===== src/rtl/ysyx_23060201_lsu.sv =====
// ============================================================================
// Module   : ysyx_23060201_lsu
// Purpose  : Load/store unit that turns EXU memory ops into word-aligned
//            memory strobes and returns extended load data to WBU.
// Revision : 1.0  initial release
// ============================================================================
`default_nettype none

module ysyx_23060201_lsu #(
  parameter int MEM_ADDR_WIDTH = 32,
  parameter int DATA_WIDTH     = 32,
  parameter int LATENCY        = 0
) (
  input  logic                      clk,
  input  logic                      rst_n,
  input  logic                      in_valid,
  output logic                      in_ready,
  input  logic                      in_is_load,
  input  logic                      in_is_store,
  input  logic [2:0]                in_funct3,
  input  logic [MEM_ADDR_WIDTH-1:0] in_addr,
  input  logic [DATA_WIDTH-1:0]     in_wdata,
  output logic                      mem_wen,
  output logic [MEM_ADDR_WIDTH-1:0] mem_waddr,
  output logic [DATA_WIDTH-1:0]     mem_wdata,
  output logic [7:0]                mem_wmask,
  output logic                      mem_ren,
  output logic [MEM_ADDR_WIDTH-1:0] mem_raddr,
  input  logic [DATA_WIDTH-1:0]     mem_rdata,
  output logic                      out_valid,
  input  logic                      out_ready,
  output logic [DATA_WIDTH-1:0]     out_rdata,
  output logic                      out_err
);

  typedef enum logic [1:0] {
    S_IDLE  = 2'd0,
    S_ISSUE = 2'd1,
    S_WAIT  = 2'd2,
    S_RESP  = 2'd3
  } state_t;

  localparam logic       c_HAS_WAIT = (LATENCY != 0);
  localparam logic [3:0] c_LAT_M1   = (LATENCY > 0) ? 4'(LATENCY - 1) : 4'd0;

  state_t                    r_state;
  state_t                    w_next;
  logic                      r_is_load;
  logic                      r_err;
  logic [2:0]                r_funct3;
  logic [1:0]                r_off;
  logic [3:0]                r_cnt;
  logic                      r_mem_wen;
  logic                      r_mem_ren;
  logic [3:0]                r_wmask;
  logic [MEM_ADDR_WIDTH-1:0] r_waddr;
  logic [MEM_ADDR_WIDTH-1:0] r_raddr;
  logic [DATA_WIDTH-1:0]     r_wdata;
  logic [DATA_WIDTH-1:0]     r_out_rdata;

  logic [1:0]                w_off;
  logic [MEM_ADDR_WIDTH-1:0] w_word_addr;
  logic                      w_misal;
  logic                      w_illegal;
  logic                      w_err;
  logic                      w_accept;
  logic                      w_do_store;
  logic                      w_do_load;
  logic [3:0]                w_mask;
  logic [DATA_WIDTH-1:0]     w_wdata_sh;
  logic [DATA_WIDTH-1:0]     w_raw;
  logic [DATA_WIDTH-1:0]     w_load_ext;

  assign w_off       = in_addr[1:0];
  assign w_word_addr = {in_addr[MEM_ADDR_WIDTH-1:2], 2'b00};
  assign w_wdata_sh  = in_wdata << {w_off, 3'b000};
  assign w_accept    = (r_state == S_IDLE) && in_valid;
  assign w_do_store  = w_accept && in_is_store && !w_err;
  assign w_do_load   = w_accept && in_is_load && !w_err;

  // funct3[1:0] encodes access size for both loads and stores
  always_comb begin
    w_misal   = 1'b0;
    w_illegal = 1'b0;
    w_mask    = 4'b1111;
    case (in_funct3[1:0])
      2'b00:   w_mask = 4'b0001 << w_off;
      2'b01: begin
        w_mask  = 4'b0011 << w_off;
        w_misal = in_addr[0];
      end
      2'b10:   w_misal = (w_off != 2'b00);
      default: w_mask = 4'b1111;
    endcase
    if (in_is_load) begin
      w_illegal = (in_funct3 == 3'd3) || (in_funct3 == 3'd6) || (in_funct3 == 3'd7);
    end else if (in_is_store) begin
      w_illegal = (in_funct3 > 3'd2);
    end
    w_err = (in_is_load || in_is_store) && (w_illegal || w_misal);
  end

  assign w_raw = mem_rdata >> {r_off, 3'b000};

  always_comb begin
    w_load_ext = w_raw;
    case (r_funct3)
      3'd0:    w_load_ext = {{(DATA_WIDTH-8){w_raw[7]}}, w_raw[7:0]};
      3'd1:    w_load_ext = {{(DATA_WIDTH-16){w_raw[15]}}, w_raw[15:0]};
      3'd4:    w_load_ext = {{(DATA_WIDTH-8){1'b0}}, w_raw[7:0]};
      3'd5:    w_load_ext = {{(DATA_WIDTH-16){1'b0}}, w_raw[15:0]};
      default: w_load_ext = w_raw;
    endcase
  end

  always_ff @(posedge clk or negedge rst_n) begin
    if (!rst_n) r_state <= S_IDLE;
    else        r_state <= w_next;
  end

  always_comb begin
    w_next = r_state;
    case (r_state)
      S_IDLE:  if (in_valid) w_next = (w_do_store || w_do_load) ? S_ISSUE : S_RESP;
      S_ISSUE: w_next = c_HAS_WAIT ? S_WAIT : S_RESP;
      S_WAIT:  if (r_cnt == 4'd0) w_next = S_RESP;
      S_RESP:  if (out_ready) w_next = S_IDLE;
      default: w_next = S_IDLE;
    endcase
  end

  always_ff @(posedge clk or negedge rst_n) begin
    if (!rst_n) begin
      r_is_load   <= 1'b0;
      r_err       <= 1'b0;
      r_funct3    <= 3'd0;
      r_off       <= 2'd0;
      r_cnt       <= 4'd0;
      r_mem_wen   <= 1'b0;
      r_mem_ren   <= 1'b0;
      r_wmask     <= 4'd0;
      r_waddr     <= '0;
      r_raddr     <= '0;
      r_wdata     <= '0;
      r_out_rdata <= '0;
    end else begin
      // Strobes are set only on the accept edge, so they last exactly the ISSUE cycle
      r_mem_wen <= w_do_store;
      r_mem_ren <= w_do_load;
      r_wmask   <= w_do_store ? w_mask : 4'd0;
      if (w_accept) begin
        r_is_load   <= in_is_load;
        r_err       <= w_err;
        r_funct3    <= in_funct3;
        r_off       <= w_off;
        r_out_rdata <= '0;
      end
      if (w_do_store) begin
        r_waddr <= w_word_addr;
        r_wdata <= w_wdata_sh;
      end
      if (w_do_load) r_raddr <= w_word_addr;
      if (r_state == S_ISSUE) begin
        r_cnt <= c_LAT_M1;
        if (r_is_load) r_out_rdata <= w_load_ext;
      end
      if ((r_state == S_WAIT) && (r_cnt != 4'd0)) r_cnt <= r_cnt - 4'd1;
    end
  end

  assign in_ready  = (r_state == S_IDLE);
  assign out_valid = (r_state == S_RESP);
  assign out_rdata = r_out_rdata;
  assign out_err   = r_err;
  assign mem_wen   = r_mem_wen;
  assign mem_ren   = r_mem_ren;
  assign mem_wmask = {4'b0000, r_wmask};
  assign mem_waddr = r_waddr;
  assign mem_wdata = r_wdata;
  assign mem_raddr = r_raddr;

endmodule

`default_nettype wire


===== config.mk =====
export PLATFORM = sky130hd
export DESIGN_NAME = ysyx_23060201_lsu
export DESIGN_NICKNAME = d
export VERILOG_FILES = /design/src/rtl/ysyx_23060201_lsu.sv
export SDC_FILE = /design/constraint.sdc
export NUM_CORES = 1
export LEC_CHECK = 0
export CELL_PAD_IN_SITES_DETAIL_PLACEMENT = 1
export CELL_PAD_IN_SITES_GLOBAL_PLACEMENT = 1
export CORE_ASPECT_RATIO = 1.1
export CORE_MARGIN = 2
export CORE_UTILIZATION = 44
export DETAILED_ROUTE_END_ITERATION = 7
export DONT_BUFFER_PORTS = 1
export GPL_ROUTABILITY_DRIVEN = 1
export HOLD_SLACK_MARGIN = 0.1
export PLACE_DENSITY = 0.86
export SYNTH_ARGS = -nofsm -noshare
export SYNTH_HDL_FRONTEND = slang
export SYNTH_SLANG_ARGS = --single-unit

===== constraint.sdc =====
create_clock -name clk -period 2.1 [get_ports clk]
set_input_delay 0.315 -clock clk [delete_from_list [all_inputs] [get_ports clk]]
set_output_delay 0.315 -clock clk [all_outputs]
set_load 0.01 [all_outputs]

==> flow_summary.json, run 1 <==
{
  "core_area_mm2": 0.0156,
  "drtIter0Drc": 276,
  "cts_root_buf": "clkbuf_16",
  "synth_edf_count": 0,
  "drv_cap": 0,
  "synth_top_area_share_pct": 51.5,
  "die_x_um": 124,
  "grt_max_degree": 144,
  "tightestPinTransition_ps": 741,
  "ys_ff_latch": 143,
  "syn_to_final_growth_pct": 18.5,
  "worstPathRequired_ps": 2400,
  "die_h_um": 136,
  "synth_area_leader_cell": "dfrtp_1",
  "netlist_area_mm2": 0.00694,
  "first_global_vias": 5397,
  "routed_via_density": 5.75,
  "antenna_found_initial": 1,
  "routed_wl_um": 19600,
  "finalSetupViolCount": 0,
  "post_drt_wl_per_cell_um": 23.0,
  "async_flop_share_pct": 100,
  "slew_violations": 0,
  "path_max_fanout": 30,
  "reg2reg_depth": 7,
  "yosysWarningCount": 0,
  "cts_buffer_depth": 2,
  "period_needed_ps": 1990,
  "path_clk_slew_ps": 60,
  "finalHoldViolCount": 143,
  "worstSetupPathType": "reg -> reg",
  "antenna_left": 0,
  "drt_pass1_iterations": 4,
  "syn-instance-count": 588,
  "synth_ff_type": "dfrtp_1",
  "holdBufCountCts": 52,
  "routed-via-count": 4889,
  "status": "complete, but fails checks",
  "cp-start-kind": "flip-flop",
  "p_leak_nw": 3.87,
  "violations": "negative hold slack",
  "placed_area_mm2": 0.00709,
  "rows": 48,
  "maxSlewHeadroom_pct": 50.4,
  "clk_latency_ps": 420,
  "yosysMostFrequentCell": "dfrtp_1",
  "dieArea_mm2": 0.0168,
  "clock_sinks": 143,
  "grt_pass1_wl_um": 29200,
  "synth_top_cells_by_area": "dfrtp_1 52%, mux2_2 6.6%, mux2_4 6.3%",
  "synth_seq_area_share_pct": 51.5,
  "numCtsBuffers": 17,
  "peakVddDrop_mv": 0.556,
  "track_usage_pct": 22.9,
  "setup_tns_ps": 0,
  "syn-mean-instance-area_um2": 11.8,
  "io_pins": 246,
  "worstSetupEndpointType": "flip-flop",
  "ctsHtreeMaxLevel": 4,
  "p_total_mw": 11.2,
  "cts_tree": "yes",
  "drc_errors": 0,
  "holdWs_ps": -402,
  "synthTopCellsByCount": "143 x dfrtp_1, 59 x nand2_1, 41 x mux2_2",
  "finalNetCount": 756,
  "fin_skew_ps": 11.7,
  "hold_path_class": "in -> async",
  "grt_overflow": 0,
  "drive_above_1_share_pct": 19.5,
  "io_buffers": 0,
  "final_area_mm2": 0.00823,
  "fmax_ghz": 0.504,
  "gp_congestion": 0.840,
  "hpwl_um": 12900,
  "start_util_pct": 44.6,
  "powerDensity_mw_per_mm2": 1360,
  "synth_cell_types": 47,
  "fin_crit_sh_pct": 94.6,
  "crit_arrival_ps": 2280
}
worst max-delay path, cell delays in order, from the launching register on:
cell	delay, ps
dfrtp_1	380
inv_1	90
ha_1	170
and2_4	180
nand2_1	100
nor3_4	200
clkbuf_8	370
mux2_2	370
cells by family (layout without fill, tap and decap cells):
group | Yosys count | in the layout | synth area share (%)
flip-flops | 143 | 143 | 51.5
multiplexers | 123 | 123 | 21.0
AO/OA/AOI/OAI | 120 | 120 | 11.8
AND/OR/NAND/NOR | 114 | 114 | 7.50
buffers and inverters | 74 | 129 | 5.80
adder cells (fa/ha/maj) | 12 | 12 | 2.16
other | 1 | 9 | 0.0540
XOR/XNOR | 1 | 1 | 0.126
per-layer routing:
layer | up-vias | global-route usage (%) | share of wire, %
li1 | 2160 | - | -
met1 | 2484 | 25.0 | 37
met2 | 199 | 40.0 | 53
met3 | 46 | 7.53 | 7.3
met4 | 0 | 10.2 | 2.7
met5 | - | 0 | 0
stage by stage:
| step | setup slack (ps) | instances | utilization (%) |
|---|---|---|---|
| 6_report | 114 | 851 | 52.9 |
| 5_1_grt | -7.40 | 851 | 52.9 |
| 4_1_cts | 37.9 | 848 | 52.6 |
| 3_5_place_dp | -85.5 | 766 | 45.6 |
| 3_3_place_gp | 5.02 | 766 | 45.6 |
| 2_1_floorplan | 1.43 | 595 | - |
where the power goes:
part	switching, mW	internal [mW]	leakage [nW]
logic	1.42	1.57	1.77
clock network	1.16	1.71	0.263
registers	1.48	3.87	1.84
total	4.06	7.15	3.87
worst paths after layout:
check | start | end | slack, ps
worst min register to register | r_is_load$_DFFE_PN0P_ | r_is_load$_DFFE_PN0P_ | 490
worst max register to register | r_state[0]$_DFFE_PN0P_ | mem_wdata[8]$_DFFE_PN0P_ | 110
max in group asynchronous | rst_n | r_off[1]$_DFFE_PN0P_ | 2120
worst min-delay path | rst_n | mem_wen$_DFF_PN0_ | -400
min in group clk | in_addr[1] | r_wmask[1]$_DFF_PN0_ | 140
worst max-delay path | r_state[0]$_DFFE_PN0P_ | mem_wdata[8]$_DFFE_PN0P_ | 110
final cells by class:
cell class / count / area (um2)
clock buffer: 21 / 470
inverter: 25 / 93.8
tap: 200 / 250
multi-input combinational: 378 / 3000
timing repair buffer: 74 / 739
fill: 1618 / 7330
antenna: 1 / 2.50
clock inverter: 9 / 87.6
sequential: 143 / 3580
sequential cells by signal, indices dropped and copies added (netlist names):
| register | count |
|---|---|
| mem_raddr | 30 |
| mem_ren | 1 |
| mem_waddr | 30 |
| mem_wdata | 32 |
| mem_wen | 1 |
| out_err | 1 |
| out_rdata | 32 |
| r_cnt | 4 |
| r_funct3 | 3 |
| r_is_load | 1 |
| r_off | 2 |
| r_state | 2 |
| r_wmask | 4 |
cells in the final DEF (no fill, tap or decap), types with 9 or more instances in the layout:
cell	n
nand3_1	9
nor2_1	14
mux2_4	29
ha_1	12
mux2i_1	35
dlygate4sd3_1	52
nor2b_1	18
o21ai_0	21
a31oi_1	17
buf_4	18
clkbuf_16	19
mux2_2	41
dfrtp_1	143
mux2_1	17
inv_1	24
nand2_1	59
a21oi_1	28
what timing repair did:
action,4_1_cts,5_1_grt
buffers inserted,0,0
resized for setup,2,4
cloned,0,2
hold endpoints to repair,225,143
setup endpoints to repair,17,49
Note: power is estimated with default switching activity, not from simulation.
==> inputs of run 2 (changes only) <==
--- a/config.mk
+++ b/config.mk
@@ -8,8 +8,9 @@
 export CELL_PAD_IN_SITES_DETAIL_PLACEMENT = 1
 export CELL_PAD_IN_SITES_GLOBAL_PLACEMENT = 1
 export CORE_ASPECT_RATIO = 1.1
-export CORE_MARGIN = 2
 export CORE_UTILIZATION = 44
+export CTS_BUF_LIST = sky130_fd_sc_hd__clkbuf_16
+export CTS_CLUSTER_SIZE = 25
 export DETAILED_ROUTE_END_ITERATION = 7
 export DONT_BUFFER_PORTS = 1
 export GPL_ROUTABILITY_DRIVEN = 1
==> run 2 against run 1 <==
Compared with the run above:
- clock-buffer cell count decreased by 4
- fmax decreased by 2.0%
- sequential share of layout area increased by 0.086 points
- first-iteration DRC count decreased by 36%
- wire length decreased by 0.20%
- critical endpoint is now mem_raddr[5]$_DFFE_PN0P_
- die area decreased by 3.1%
- cell area decreased by 0.20%
- the flow still finishes with violations (negative hold slack)
- highest routed layer unchanged
- worst setup slack got worse by 40 ps
==> flow_summary.json, run 2 (synthesized netlist as in run 1, its figures left out) <==
{
  "routed-via-count": 4888,
  "crit_path_max_incr_delay_ps": 440,
  "fin_skew_ps": 8.54,
  "final_area_mm2": 0.00821,
  "antenna_found_initial": 0,
  "routed_wl_um": 19500,
  "status": "complete, but fails checks",
  "core_area_mm2": 0.0152,
  "period_needed_ps": 2030,
  "rr_endpoint": "mem_raddr[5]$_DFFE_PN0P_",
  "fin_ws_ps": 73.6,
  "cts_tree": "yes",
  "grt_pass1_wl_um": 30600,
  "io_buffers": 0,
  "finalHoldViolCount": 143,
  "powerDensity_mw_per_mm2": 1390,
  "cts_buffer_depth": 2,
  "p_total_mw": 11.4,
  "cts_root_buf": "clkbuf_16",
  "drtIter0Drc": 177,
  "worstPathRequired_ps": 2390,
  "dp_slack_ps": -93.4,
  "path_max_fanout": 16,
  "first_global_vias": 5543,
  "clock_sinks": 143,
  "rows": 47,
  "post_drt_wl_per_cell_um": 23.1,
  "ctsHtreeMaxLevel": 4,
  "most-common-layout-cells": "143 x dfrtp_1, 59 x nand2_1, 50 x dlygate4sd3_1",
  "p_leak_nw": 3.87,
  "reg2reg_depth": 7,
  "antenna_left": 0,
  "track_usage_pct": 24.8,
  "drive_above_1_share_pct": 19.7,
  "die_x_um": 122,
  "worstSetupEndpointType": "flip-flop",
  "drv_cap": 0,
  "slowest_stage": "or3_4",
  "crit_arrival_ps": 2320,
  "start_util_pct": 45.6,
  "antenna_cells": 0,
  "r2r-start": "r_state[1]$_DFFE_PN0P_",
  "numCtsBuffers": 17,
  "hpwl_um": 13100,
  "stdcell_count": 845,
  "crit_chain": "inv_1, ha_2, and2_4, nand2_1, or3_4, buf_12, mux2_4",
  "cp-start-kind": "flip-flop",
  "io_pins": 246,
  "final_common_cell": "dfrtp_1",
  "tightestPinTransition_ps": 766,
  "finalNetCount": 753,
  "grt_overflow": 0,
  "grt_max_degree": 144,
  "fmax_ghz": 0.493,
  "placed_area_mm2": 0.00708,
  "dieArea_mm2": 0.0163,
  "holdBufCountCts": 50,
  "slew_violations": 0,
  "path_clk_slew_ps": 60,
  "clk_latency_ps": 410,
  "rsz0062_at_grt": "false",
  "die_h_um": 134,
  "peakVddDrop_mv": 0.684,
  "maxSlewHeadroom_pct": 48.9,
  "post-place-cells": 761,
  "hold_path_class": "in -> async",
  "drt_pass1_iterations": 4,
  "fin_crit_sh_pct": 96.5,
  "gp_congestion": 0.851,
  "drc_errors": 0,
  "worstSetupPathType": "reg -> reg",
  "finalSetupViolCount": 0,
  "syn_to_final_growth_pct": 18.3,
  "holdWs_ps": -410,
  "routed_via_density": 5.78,
  "r2r_setup_slack_ps": 70,
  "violations": "negative hold slack"
}
## run 2: changes by cell type in the layout (fill, tap and decap cells not counted), sizes merged, moves of 2 or more
| cell | delta |
|---|---|
| clkinvlp | -2 |
| buf | +2 |
| clkbuf | -7 |
| inv | +8 |
| dlygate4sd3 | -2 |
## run 2: how the worst max path moves through the flow
| stage | slack, ps | endpoint | cells after the start | start |
|---|---|---|---|---|
| 2_1_floorplan | 1 | mem_waddr[24]$_DFFE_PN0P_ | 9 | r_state[0]$_DFFE_PN0P_ |
| 3_3_place_gp | -5 | mem_raddr[24]$_DFFE_PN0P_ | 7 | in_funct3[0] |
| 3_5_place_dp | -90 | out_rdata[10]$_DFF_PN0_ | 6 | r_state[1]$_DFFE_PN0P_ |
| 4_1_cts | 30 | mem_raddr[16]$_DFFE_PN0P_ | 7 | r_state[1]$_DFFE_PN0P_ |
| 5_1_grt | 20 | mem_raddr[5]$_DFFE_PN0P_ | 7 | r_state[1]$_DFFE_PN0P_ |
| 6_report | 70 | mem_raddr[5]$_DFFE_PN0P_ | 7 | r_state[1]$_DFFE_PN0P_ |
## run 2: layer usage
metal / vias up / part of all wire (%) / GRT usage [%]
met5: - / 0 / 0
met4: 0 / 3.2 / 11.8
met3: 50 / 6.6 / 7.49
met2: 205 / 53 / 43.9
met1: 2464 / 37 / 26.6
li1: 2169 / - / -
## run 2: final cells by class
cell class	count	area [um2]
inverter	25	93.8
tap	196	245
fill	1561	7020
multi-input combinational	378	3010
timing repair buffer	71	703
sequential	143	3580
clock buffer	17	425
clock inverter	15	158
## run 2: where the power goes
| group | internal, mW | switching, mW | total [mW] | leakage, nW |
|---|---|---|---|---|
| Combinational | 1.57 | 1.48 | 3.05 | 1.75 |
| Sequential | 3.87 | 1.50 | 5.37 | 1.84 |
| Clock | 1.77 | 1.25 | 3.02 | 0.285 |
## run 2: what timing repair did
item / CTS / global route
setup endpoints to repair: 43 / 14
gates resized for setup: 3 / 2
pin swaps: 0 / 1
cloned: 1 / 0
buffers inserted: 0 / 1
endpoints found under the hold margin: 224 / 143
## run 2: stage by stage
step	TNS (ps)	utilization [%]
finish	0	53.9
global route	0	53.9
CTS	0	53.9
detailed placement	-2640	46.5
global placement	-50.1	46.5
floorplan	0	-
## run 2: critical path, delay by kind of cell (launching register included)
| family | cells | cell delay, ps |
|---|---|---|
| AND/OR/NAND/NOR | 3 | 680 |
| flip-flops | 1 | 410 |
| multiplexers | 1 | 320 |
| buffers and inverters | 2 | 300 |
| adder cells (fa/ha/maj) | 1 | 190 |
==> inputs of run 3 (changes only) <==
--- a/config.mk
+++ b/config.mk
@@ -5,17 +5,19 @@
 export SDC_FILE = /design/constraint.sdc
 export NUM_CORES = 1
 export LEC_CHECK = 0
+export ABC_AREA = 1
 export CELL_PAD_IN_SITES_DETAIL_PLACEMENT = 1
 export CELL_PAD_IN_SITES_GLOBAL_PLACEMENT = 1
 export CORE_ASPECT_RATIO = 1.1
-export CORE_UTILIZATION = 44
+export CORE_UTILIZATION = 41
 export CTS_BUF_LIST = sky130_fd_sc_hd__clkbuf_16
 export CTS_CLUSTER_SIZE = 25
 export DETAILED_ROUTE_END_ITERATION = 7
 export DONT_BUFFER_PORTS = 1
 export GPL_ROUTABILITY_DRIVEN = 1
 export HOLD_SLACK_MARGIN = 0.1
-export PLACE_DENSITY = 0.86
+export PLACE_DENSITY = 0.85
+export SETUP_SLACK_MARGIN = 0.4
 export SYNTH_ARGS = -nofsm -noshare
 export SYNTH_HDL_FRONTEND = slang
 export SYNTH_SLANG_ARGS = --single-unit
==> run 3 against run 2 <==
Compared with the run above:
- clock power about the same
- synthesized area increased by 4.7%
- total power increased by 4.5%
- via count increased by 25%
- register-to-register slack improved by 380 ps
- largest power group unchanged
- sequential share of layout area decreased by 1.7 points
- core utilization decreased by 4.2 points
- critical path type unchanged
- synthesized cell count increased by 53%
- the run still ends with negative hold slack left
- fmax increased by 23%
- combinational power increased by 14%
- sequential cell count unchanged
- cell area increased by 4.1%
==> flow_summary.json, run 3 <==
{
  "violations": "negative hold slack",
  "netlist_area_mm2": 0.00727,
  "crit_chain": "inv_4, ha_4, nand2_2, buf_6, nor2_4, nand2_4, buf_12, o21ai_0",
  "die_h_um": 142,
  "yosysMostFrequentCell": "nand2_1",
  "hpwl_um": 14200,
  "crit_cells": 8,
  "slowest_stage": "dfrtp_2",
  "drive_above_1_share_pct": 13.3,
  "worstPathRequired_ps": 2430,
  "fin_ws_ps": 450,
  "yosysWarningCount": 0,
  "placed_area_mm2": 0.00738,
  "synth_top_cells_by_area": "dfrtp_1 49%, nand2_1 15%, o21ai_2 6.0%",
  "antenna_left": 0,
  "syn-mean-instance-area_um2": 8.09,
  "clock_sinks": 143,
  "status": "complete, but fails checks",
  "synth_seq_area_share_pct": 49.2,
  "routed_wl_um": 21900,
  "worstSetupEndpointType": "flip-flop",
  "fin_skew_ps": 13.2,
  "rows": 50,
  "syn_to_final_growth_pct": 17.6,
  "synth_ff_type": "dfrtp_1",
  "powerDensity_mw_per_mm2": 1400,
  "cp-start-kind": "flip-flop",
  "most-common-layout-cells": "293 x nand2_1, 141 x dfrtp_1, 86 x o21ai_0",
  "period_needed_ps": 1650,
  "p_leak_nw": 4.43,
  "grt.met2_usage_pct": 42.0,
  "worstSetupPathType": "reg -> reg",
  "crit_path_max_incr_delay_ps": 430,
  "die_x_um": 129,
  "holdWs_ps": -427,
  "cts_tree": "yes",
  "fmax_ghz": 0.606,
  "synthTopCellsByCount": "295 x nand2_1, 143 x dfrtp_1, 86 x o21ai_0",
  "tightestPinTransition_ps": 524,
  "synth_edf_count": 0,
  "final_common_cell": "nand2_1",
  "routed_via_density": 5.19,
  "track_usage_pct": 24.0,
  "p_sw_share_pct": 41.8,
  "finalNetCount": 1042,
  "numCtsBuffers": 17,
  "first_global_vias": 6388,
  "grt.met1_usage_pct": 26.3,
  "finalSetupViolCount": 0,
  "ys_ff_latch": 143,
  "path_max_fanout": 31,
  "synth_top_area_share_pct": 49.2,
  "post-place-cells": 1092,
  "rsz0062_at_grt": "true",
  "grt_overflow": 0,
  "finalHoldViolCount": 143,
  "cpLargestDelayFamily": "flip-flops",
  "gr-usage-met3_pct": 7.73,
  "peakVddDrop_mv": 0.565,
  "grt_max_degree": 144,
  "ctsHtreeMaxLevel": 4,
  "hold_path_class": "in -> async",
  "final_area_mm2": 0.00855,
  "p_sw_mw": 4.99,
  "top_usage_layer": "met2",
  "setup_tns_ps": 0,
  "syn-instance-count": 899,
  "seq_power_share_pct": 45.3,
  "crit_arrival_ps": 1980,
  "cts_buffer_depth": 2,
  "io_pins": 246,
  "fillers": 2039,
  "clk_latency_ps": 430,
  "intPower_mw": 6.96,
  "dieArea_mm2": 0.0183,
  "start_util_pct": 42.3,
  "drtIter0Drc": 310,
  "cts_root_buf": "clkbuf_16",
  "gp_congestion": 0.849,
  "stdcell_count": 1173,
  "path_clk_slew_ps": 70,
  "p_total_mw": 12.0,
  "core_area_mm2": 0.0172,
  "antenna_found_initial": 0,
  "io_buffers": 0,
  "post_drt_wl_per_cell_um": 18.7,
  "drv_cap": 0,
  "reg2reg_depth": 8,
  "power_frac_comb_pct": 29.1,
  "dp_slack_ps": 228,
  "fin_util_pct": 49.7,
  "drt_pass1_iterations": 6,
  "routed-via-count": 6090,
  "synth_area_leader_cell": "dfrtp_1",
  "holdBufCountCts": 40,
  "grt_pass1_wl_um": 33600,
  "drc_errors": 0,
  "slew_violations": 0,
  "path_buf_inv": 3,
  "p_clk_share_pct": 25.5,
  "synth_cell_types": 31,
  "fin_crit_sh_pct": 78.6,
  "async_flop_share_pct": 100,
  "r2r_setup_slack_ps": 450,
  "maxSlewHeadroom_pct": 64.9
}
==> run 3: cell types whose count changed after synthesis, moves of 35 or more <==
cell / delta
o21ai_0: +65
mux2_2: -40
mux2i_1: -35
nand2_1: +236
nand3_1: +70
o21ai_2: +50
inv_1: +55
==> run 3: power by group through the flow <==
| stage | Clock (mW) | Combinational, mW | Sequential (mW) |
|---|---|---|---|
| floorplan | 0 | 2.63 | 5.02 |
| global placement | 0 | 2.99 | 5.40 |
| detailed placement | 0 | 3.18 | 5.44 |
| CTS | 3.12 | 3.35 | 5.40 |
| global route | 3.23 | 4.02 | 5.56 |
| finish | 3.05 | 3.48 | 5.42 |
==> run 3: final cells by class <==
class | instances | area (um2) | share of cell area [%]
clock inverters | 15 | 173 | 2.02
diodes | 1 | 2.50 | 0.0293
clock buffers | 17 | 425 | 4.98
well taps | 234 | 293 | 3.42
flip-flops and latches | 143 | 3580 | 41.9
inverters | 82 | 315 | 3.69
repair buffers | 63 | 717 | 8.39
multi-input cells | 618 | 3040 | 35.6
==> run 3: worst paths after layout <==
kind                                   startpoint                   endpoint
max                        r_state[0]$_DFFE_PN0P_  mem_raddr[24]$_DFFE_PN0P_
min                                         rst_n       r_cnt[2]$_DFFE_PN0P_
max reg2reg                r_state[0]$_DFFE_PN0P_  mem_raddr[24]$_DFFE_PN0P_
min reg2reg                 r_is_load$_DFFE_PN0P_      r_is_load$_DFFE_PN0P_
max in group asynchronous                   rst_n     out_rdata[0]$_DFF_PN0_
min in group clk                     in_funct3[1]    r_funct3[1]$_DFFE_PN0P_
==> run 3: repair_timing <==
item	4_1_cts	5_1_grt
gates cloned	0	3
pin swaps	1	0
setup buffers	4	1
resized for setup	6	13
hold endpoints to repair	208	143
endpoints found under the setup margin	101	65
==> run 3: logic make-up after synthesis <==
logic type	after synthesis	synth area share (%)
simple gates	422	23.6
buf+inv	145	9.91
fa+ha+maj	12	2.06
mux	1	0.155
flops	143	49.2
compound gates	174	14.9
other cells	1	0.0516
xor+xnor	1	0.120
==> run 3: per-layer routing <==
layer / wire [um] / up-vias
li1: - / 2890
met1: 8310 / 2940
met2: 11300 / 218
met3: 1660 / 42
met4: 638 / 0
met5: 0 / -
